[src/rtl/display_owner_arb.sv]
// display_owner_arb: frame-synchronous round-robin owner of the shared display.
// Ownership and display data change only on frame_tick edges, so a frame never tears.
// Optional build macro: DISP_ARB_BLANK_IDLE_EN (blank the display outputs when idle).
module display_owner_arb #(
  parameter int unsigned N_REQ       = 4,
  parameter int unsigned ID_W        = 2,
  parameter int unsigned HOLD_FRAMES = 8
) (
  input  logic                  clk_video,
  input  logic                  reset,
  input  logic                  frame_tick,
  input  logic [N_REQ-1:0]      req,
  input  logic [32*N_REQ-1:0]   seg_in,
  input  logic [16*N_REQ-1:0]   red_in,
  input  logic [16*N_REQ-1:0]   green_in,
  output logic [N_REQ-1:0]      grant,
  output logic                  owner_valid,
  output logic [ID_W-1:0]       owner_id,
  output logic [31:0]           segments,
  output logic [15:0]           red_leds,
  output logic [15:0]           green_leds
);

  localparam int unsigned     CNT_W  = 4;
  localparam int unsigned     IDX_W  = $clog2(N_REQ);
  localparam logic [CNT_W-1:0] HOLD_C = CNT_W'(HOLD_FRAMES);
  localparam logic [ID_W-1:0]  RST_ID = ID_W'(N_REQ - 1);

  typedef enum logic {
    ST_IDLE    = 1'b0,
    ST_GRANTED = 1'b1
  } state_t;

  state_t             r_state;
  state_t             w_state_nxt;
  logic [ID_W-1:0]    r_owner_id;
  logic [ID_W-1:0]    w_owner_nxt;
  logic [CNT_W-1:0]   r_cnt;
  logic [CNT_W-1:0]   w_cnt_nxt;
  logic [N_REQ-1:0]   r_grant;
  logic [N_REQ-1:0]   w_grant_nxt;
  logic               r_owner_valid;
  logic [31:0]        r_segments;
  logic [15:0]        r_red;
  logic [15:0]        r_green;
  logic [N_REQ-1:0]   w_own_mask;
  logic [N_REQ-1:0]   w_cand;
  logic               w_found;
  logic [ID_W-1:0]    w_pick;
  logic               w_load;
  logic               w_clear;
  logic [31:0]        w_seg_sel;
  logic [15:0]        w_red_sel;
  logic [15:0]        w_green_sel;

  // First set bit of cand searching from (last+1) mod N_REQ, wrapping; MSB = found.
  function automatic logic [ID_W:0] f_pick(input logic [N_REQ-1:0] cand,
                                           input logic [ID_W-1:0]  last);
    logic             found;
    logic [ID_W-1:0]  id;
    int unsigned      pos;
    logic [IDX_W-1:0] idx;
    found = 1'b0;
    id    = last;
    for (int unsigned k = 1; k <= N_REQ; k++) begin
      pos = (32'(last) + k) % N_REQ;
      idx = IDX_W'(pos);
      if (!found && cand[idx]) begin
        found = 1'b1;
        id    = ID_W'(pos);
      end
    end
    return {found, id};
  endfunction

  // Next-state, owner, hold counter and data-load decisions (tick cycles only).
  always_comb begin
    w_state_nxt = r_state;
    w_owner_nxt = r_owner_id;
    w_cnt_nxt   = r_cnt;
    w_load      = 1'b0;
    w_clear     = 1'b0;
    w_own_mask  = N_REQ'(1) << r_owner_id;
    w_cand      = (r_state == ST_GRANTED) ? (req & ~w_own_mask) : req;
    {w_found, w_pick} = f_pick(w_cand, r_owner_id);
    if (frame_tick) begin
      case (r_state)
        ST_IDLE: begin
          if (w_found) begin
            w_state_nxt = ST_GRANTED;
            w_owner_nxt = w_pick;
            w_cnt_nxt   = '0;
            w_load      = 1'b1;
          end
        end
        ST_GRANTED: begin
          if ((req & w_own_mask) == '0) begin
            if (w_found) begin
              w_owner_nxt = w_pick;
              w_cnt_nxt   = '0;
              w_load      = 1'b1;
            end else begin
              w_state_nxt = ST_IDLE;
`ifdef DISP_ARB_BLANK_IDLE_EN
              w_clear     = 1'b1;
`endif
            end
          end else if ((r_cnt >= HOLD_C) && w_found) begin
            w_owner_nxt = w_pick;
            w_cnt_nxt   = '0;
            w_load      = 1'b1;
          end else begin
            if (r_cnt < HOLD_C) begin
              w_cnt_nxt = r_cnt + 1'b1;
            end
            w_load = 1'b1;
          end
        end
        default: w_state_nxt = ST_IDLE;
      endcase
    end
    w_grant_nxt = (w_state_nxt == ST_GRANTED) ? (N_REQ'(1) << w_owner_nxt) : '0;
  end

  // Select the incoming owner's data slices.
  always_comb begin
    w_seg_sel   = '0;
    w_red_sel   = '0;
    w_green_sel = '0;
    for (int unsigned i = 0; i < N_REQ; i++) begin
      if (w_owner_nxt == ID_W'(i)) begin
        w_seg_sel   = seg_in[32*i +: 32];
        w_red_sel   = red_in[16*i +: 16];
        w_green_sel = green_in[16*i +: 16];
      end
    end
  end

  // State, ownership and display shadow registers.
  always_ff @(posedge clk_video) begin
    if (reset) begin
      r_state       <= ST_IDLE;
      r_owner_id    <= RST_ID;
      r_cnt         <= '0;
      r_grant       <= '0;
      r_owner_valid <= 1'b0;
      r_segments    <= '0;
      r_red         <= '0;
      r_green       <= '0;
    end else begin
      r_state       <= w_state_nxt;
      r_owner_id    <= w_owner_nxt;
      r_cnt         <= w_cnt_nxt;
      r_grant       <= w_grant_nxt;
      r_owner_valid <= (w_state_nxt == ST_GRANTED);
      if (w_load) begin
        r_segments <= w_seg_sel;
        r_red      <= w_red_sel;
        r_green    <= w_green_sel;
      end else if (w_clear) begin
        r_segments <= '0;
        r_red      <= '0;
        r_green    <= '0;
      end
    end
  end

  assign grant       = r_grant;
  assign owner_valid = r_owner_valid;
  assign owner_id    = r_owner_id;
  assign segments    = r_segments;
  assign red_leds    = r_red;
  assign green_leds  = r_green;

endmodule

[config.mk]
export PLATFORM = sky130hd
export DESIGN_NAME = display_owner_arb
export DESIGN_NICKNAME = d
export VERILOG_FILES = /design/src/rtl/display_owner_arb.sv
export SDC_FILE = /design/constraint.sdc
export NUM_CORES = 1
export LEC_CHECK = 0
export CORE_AREA = 2 2 130 132
export CTS_CLUSTER_SIZE = 40
export DETAILED_ROUTE_END_ITERATION = 7
export DIE_AREA = 0 0 132 134
export PLACE_DENSITY = 0.8
export SLEW_MARGIN = 20
export SYNTH_ARGS = -nofsm -noshare
export SYNTH_HDL_FRONTEND = slang
export SYNTH_SLANG_ARGS = --single-unit
[constraint.sdc]
create_clock -name clk_video -period 2.9 [get_ports clk_video]
set_input_delay 0.435 -clock clk_video [delete_from_list [all_inputs] [get_ports clk_video]]
set_output_delay 0.435 -clock clk_video [all_outputs]
set_load 0.1 [all_outputs]
==> out/metrics.yaml, run 1 <==
use_met3: 0.0544
drt_iter0_markers: 207
yosysSeqAreaShare: 0.313
synth_area_um2: 4800
ant_nets: 0
io_buffers: 333
grt-ovfl-total: 0
syn-num-nets: 796
hpwl_mm: 13.9
io_pins: 334
skew_ps: 5.10
worstHoldPathCells: 1
cp.required_ps: 3120
worstHoldEndpoint: "segments[12]$_SDFFE_PP0P_"
regToRegEndpoint: "green_leds[5]$_SDFFE_PP0P_"
synth_edf_count: 0
worst_slew_pin_slew_ps: 445
met1_usage: 0.225
gp_congestion: 0.825
cts_buffers: 9
crit_chain: "inv_1 -> ha_1 -> mux2_1 -> a211oi_2 -> nor2_2 -> o31ai_4 -> buf_6 -> buf_4 -> clkbuf_16 -> mux2i_1 -> nand2_1 -> a32o_1"
globalRouteTotalUtil: 0.193
antenna_found_initial: 0
synth_top_area_cell: "dfxtp_1"
synth_top_area_share: 0.313
relSlewSlack: 0.703
fin_ws_ps: 102
syn_avg_cell_area_um2: 9.11
row_count: 47
status: "finished clean"
synth_ff_type: "dfxtp_1"
synth.distinct_cells: 37
cap_violations: 0
clockBufferDepth: 2
die_area_um2: 17700
die_width_um: 132
via_count: 5341
crit_path_end_kind: "register"
p_per_area_nw_per_um2: 633
crit_path_top_delay_cell: "dfxtp_4"
mostFrequentLayoutCell: "clkdlybuf4s50_1"
synth_area_leaders: "dfxtp_1 31%, mux2i_1 27%, a32o_1 13%, nand2_1 10%, buf_12 2.9%"
grt_busiest_layer: "met2"
core_um2: 16300
fin_cells: 1089
drt-pass1-iter-count: 4
synthToLayoutAreaGrowth_pct: 81.5
grt_pass1_vias: 5301
seq_area_um2: 1510
start_util: 0.295
crit_type: "reg -> reg"
cpPeakStageDelay_ps: 380
cts_tree: "yes"
antenna_cells: 0
fill_cells: 1510
crit_family: "compound AO/OA/AOI/OAI gates"
power.leakage_nw: 3.65
multiInputGateArea_um2: 3000
clock.fmax_mhz: 357
fin_nets: 1135
routed_wl_mm: 18.2
final_cell_mix: "262 x clkdlybuf4s50_1, 134 x nand2_1, 127 x mux2i_1, 98 x buf_4, 72 x dfxtp_1"
ir_drop_v: 0.000368
critPathLaunchType: "register"
holdWs_ps: 464
route.detailed.drc: 0
wl_per_cell_um: 16.7
hold_path.class: "reg -> reg"
hold_viol: 0
preCtsSetupSlack_ps: -70.3
regToRegSetupSlack_ps: 100
ff2ff_path_depth: 12
h-tree-depth: 3
grt_first_pass_wirelength_mm: 27.3
arrival_ps: 3020
synthCells: 527
final.setup.tns_ps: 0
drive_above_1_share: 0.167
clkLatencyLatePin_ps: 330
async_flop_share: 0
clk_pin_slew_worst_paths_ps: 60
rr_startpoint: "owner_id[0]$_SDFF_PP1_"
period_share: 0.965
cts_root_buf: "clkbuf_16"
ys_ff_latch: 75
hold_start: "segments[12]$_SDFFE_PP0P_"
via_per_inst: 4.90
dp.cells: 1068
period_minus_slack_ps: 2800
worst-path-buf-inv: 4
grtUsageMet2: 0.335
synth_warnings: 0
setup_viol: 0
drv_slew: 0
floorplan.die.height_um: 134
grt_start_max_net_pins: 38
cp_max_fo: 12
clock-sinks: 75
[cell type report]
cell class,instances,area share
repair buffers,374,0.417
multi-input cells,397,0.344
well taps,220,0.0316
inverters,9,0.00388
clock buffers,14,0.0303
flip-flops and latches,75,0.173
[synthesized netlist by cell type (all sizes together), types with 2 or more instances]
| library cell | instances |
|---|---|
| nor2 | 12 |
| nor3 | 4 |
| a21bo | 2 |
| o31ai | 3 |
| mux2i | 130 |
| ha | 6 |
| inv | 9 |
| a22oi | 3 |
| buf | 23 |
| clkbuf | 23 |
| nand3b | 2 |
| nand2b | 7 |
| dfxtp | 75 |
| a21oi | 6 |
| and3 | 2 |
| a32o | 64 |
| a21boi | 2 |
| o21ai | 7 |
| nand2 | 134 |
[kinds of logic after synthesis]
| group | count (synthesis) | synth area share |
|---|---|---|
| AO/OA/AOI/OAI | 96 | 0.182 |
| adder cells (fa/ha/maj) | 6 | 0.0156 |
| AND/OR/NAND/NOR | 164 | 0.138 |
| flip-flops | 75 | 0.313 |
| multiplexers | 131 | 0.273 |
| buffers and inverters | 55 | 0.0787 |
[per-stage QoR]
stage	power, mW	utilization	area, µm²
6_report	5.52	0.535	8710
5_1_grt	5.76	0.535	8710
4_1_cts	5.45	0.526	8560
3_5_place_dp	4.39	0.509	8300
3_3_place_gp	4.37	0.509	8300
2_1_floorplan	3.51	-	4810
[power by group]
part           switching, mW  internal, mW
clock                  0.414         0.618
combinational           1.99          1.23
sequential            0.0841          1.18
total                   2.49          3.03
[sequential cells by signal, summed over array words and instances (netlist names)]
register / count
segments: 32
owner_valid: 1
red_leds: 16
grant: 4
green_leds: 16
owner_id: 2
r_cnt: 4
[how the worst max path moves through the flow]
stage | slack (ps) | start | depth (start not counted) | end
floorplan | 10 | owner_id[1]$_SDFF_PP1_ | 12 | segments[1]$_SDFFE_PP0P_
global placement | -20 | req[1] | 11 | red_leds[13]$_SDFFE_PP0P_
detailed placement | -70 | req[1] | 11 | red_leds[13]$_SDFFE_PP0P_
CTS | 100 | owner_id[0]$_SDFF_PP1_ | 11 | red_leds[13]$_SDFFE_PP0P_
global route | -20 | owner_id[0]$_SDFF_PP1_ | 12 | green_leds[6]$_SDFFE_PP0P_
finish | 100 | owner_id[0]$_SDFF_PP1_ | 12 | green_leds[5]$_SDFFE_PP0P_
[per-layer routing]
metal	wire length (µm)	vias up
met5	0	-
met4	503	0
met3	1470	36
met2	9090	229
met1	7140	2467
li1	-	2609
[worst reg2reg max path, cell delays in order (launching register included)]
cell and delay (ps):
dfxtp_4 380, inv_1 90, ha_1 250, mux2_1 310, a211oi_2 250, nor2_2 100, o31ai_4 260, buf_6 160
buf_4 180, clkbuf_16 200, mux2i_1 200, nand2_1 70, a32o_1 250
[repair_timing]
action	CTS	global route
hold buffers	0	0
buffers inserted	0	4
endpoints found under the setup margin	0	56
gates resized for setup	0	15
No activity file was read; power rests on OpenSTA's default activity.
==> inputs of run 2 (changes only) <==
==> constraint.sdc (replaced) <==
create_clock -name clk_video -period 2.9 [get_ports clk_video]
set_input_delay 0.435 -clock clk_video [delete_from_list [all_inputs] [get_ports clk_video]]
set_output_delay 0.435 -clock clk_video [all_outputs]
set_load 0.005 [all_outputs]
==> out/metrics.yaml, run 2 (synthesis gave the netlist of run 1 again) <==
cp.required_ps: 3120  # about the same
crit_path_end_kind: "register"
clkLatencyLatePin_ps: 340  # about the same
route.detailed.drc: 0  # unchanged
clock-sinks: 75  # unchanged
final_cell_mix: "333 x clkdlybuf4s50_1, 134 x nand2_1, 129 x mux2i_1, 73 x dfxtp_1, 64 x a32o_1"
power.total_mw: 4.85  # -12%
floorplan.die.height_um: 134  # unchanged
start_util: 0.295  # unchanged
arrival_ps: 2990  # -30 ps
fin_cells: 1100  # +1.0%
drv_slew: 0  # unchanged
die_width_um: 132  # unchanged
routed_wl_mm: 18.8  # +3.5%
grt-ovfl-total: 0  # unchanged
dp.cells: 1076  # +0.75%
p_per_area_nw_per_um2: 538  # -15%
cts_tree: "yes"
via_count: 5439  # +1.8%
via_per_inst: 4.94  # +0.82%
wl_per_cell_um: 17.1  # +2.5%
hold_viol: 0  # unchanged
mostFrequentLayoutCell: "clkdlybuf4s50_1"
crit_type: "reg -> reg"
hpwl_mm: 14.1  # +1.8%
p_switching_mw: 1.48  # -40%
clockBufferDepth: 2  # unchanged
period_minus_slack_ps: 2770  # -27.4 ps
antenna_cells: 0  # unchanged
power.leakage_nw: 3.62  # -0.92%
grt_first_pass_wirelength_mm: 29.0  # +6.1%
clock.fmax_mhz: 361  # +0.99%
status: "finished clean"
setup_viol: 0  # unchanged
power.internal_mw: 3.37  # +11%
period_share: 0.955  # -0.00944
critPathLaunchType: "register"
drt_iter0_markers: 249  # +20%
relSlewSlack: 0.677  # -0.0260
cap_violations: 0  # unchanged
synthToLayoutAreaGrowth_pct: 87.9
grt_start_max_net_pins: 65  # +71%
fill_cells: 1463  # -3.1%
final.setup.tns_ps: 0  # unchanged
seq_power_share: 0.261  # +0.031
clockPowerShare: 0.270  # +0.083
globalRouteTotalUtil: 0.204  # +0.0113
antenna_found_initial: 0  # unchanged
grt_pass1_vias: 5648  # +6.5%
gp_congestion: 0.851  # +3.2%
core_um2: 16300  # unchanged
utilization: 0.554  # +0.0189
die_area_um2: 17700  # unchanged
largest_register_ffs: 32  # unchanged
drive_above_1_share: 0.0966  # -0.0703
worst_slew_pin_slew_ps: 482  # +37.5 ps
drt-pass1-iter-count: 4  # unchanged
fin_nets: 1144  # +0.79%
swShare: 0.306  # -0.145
io_pins: 334  # unchanged
ant_nets: 0  # unchanged
holdWs_ps: 462  # -1.46 ps
ir_drop_v: 0.000293  # -20%
cts_root_buf: "clkbuf_16"
row_count: 47  # unchanged
hold_path.class: "reg -> reg"
cp_max_fo: 5  # -7
clk_pin_slew_worst_paths_ps: 60  # about the same
pwr-share-comb: 0.469  # -0.114
h-tree-depth: 3  # unchanged
skew_ps: 5.54  # +0.447 ps
cts_buffers: 9  # unchanged
io_buffers: 333  # unchanged
[run 2: cell types whose count changed in the layout (fill, tap and decap cells not counted), moves of 2 or more]
cell	previous run	this run
clkdlybuf4s50_1	262	333
buf_4	98	36
bufinv_16	0	3
buf_12	10	12
clkbuf_1	3	1
clkinv_2	0	2
dfxtp_4	2	0
mux2i_1	127	129
[run 2: path summary, 6_finish.rpt]
kind / start / to / slack (ps) / depth (start not counted)
setup / recovery: owner_id[0]$_SDFF_PP1_ / red_leds[8]$_SDFFE_PP0P_ / 130 / 12
hold / removal: green_leds[1]$_SDFFE_PP0P_ / green_leds[1]$_SDFFE_PP0P_ / 460 / 1
setup reg to reg: owner_id[0]$_SDFF_PP1_ / red_leds[8]$_SDFFE_PP0P_ / 130 / 12
hold reg to reg: green_leds[1]$_SDFFE_PP0P_ / green_leds[1]$_SDFFE_PP0P_ / 460 / 1
[run 2: worst max-delay path, cell delays in order, from the launching register on]
cell and delay [ps]:
dfxtp_2 350, inv_1 100, ha_2 220, mux2_1 300, a211oi_2 240, nor2_2 90
o31ai_4 320, buf_12 160, buf_4 170, buf_4 160, mux2i_1 210, nand2_1 80
a32o_1 260
[run 2: power groups by stage]
stage / registers [mW] / logic (mW) / clock network [mW]
after floorplan: 1.29 / 1.17 / 0
after global placement: 1.28 / 2.17 / 0
after detailed placement: 1.29 / 2.19 / 0
after CTS: 1.27 / 2.20 / 1.35
after global routing: 1.28 / 2.44 / 1.39
final: 1.26 / 2.27 / 1.31
[run 2: stage by stage]
step,instance area (µm²),setup WS (ps)
3_3_place_gp,8560,-34.2
4_1_cts,8910,120
6_report,9020,129
5_1_grt,9020,-86.0
3_5_place_dp,8560,-25.6
2_1_floorplan,4800,180
[run 2: layout make-up]
cell class	count	area [µm²]	share of cell area
clock buffers	11	243	0.0269
clock inverters	5	100	0.0111
flip-flops and latches	75	1500	0.167
inverters	9	33.8	0.00375
repair buffers	383	3880	0.430
well taps	220	275	0.0305
multi-input cells	397	2980	0.331
[run 2: timing repair]
item / CTS / global route
endpoints found under the setup margin: 0 / 62
hold buffers: 0 / 0
resized for setup: 0 / 13
buffers inserted: 0 / 7
[run 2: layer usage]
metal	vias to the layer above	routed length, µm	global-route usage
met1	2558	7440	0.230
met5	-	0	0
met3	36	1420	0.0711
met4	0	495	0.0604
met2	218	9480	0.365
li1	2627	-	-
==> inputs of run 3 (changes only) <==
--- a/config.mk
+++ b/config.mk
@@ -6,4 +6,5 @@
 export NUM_CORES = 1
 export LEC_CHECK = 0
+export CAP_MARGIN = 5
 export CORE_AREA = 2 2 130 132
 export CTS_CLUSTER_SIZE = 40
==> constraint.sdc (replaced) <==
create_clock -name clk_video -period 2.9 [get_ports clk_video]
set_input_delay 0.435 -clock clk_video [delete_from_list [all_inputs] [get_ports clk_video]]
set_output_delay 0.435 -clock clk_video [all_outputs]
set_load 0.01 [all_outputs]
==> results of run 3 <==
Same layout as run 2 (identical final DEF). Status: finished clean.
Among the figures that moved: total power 4.85 mW -> 4.91 mW
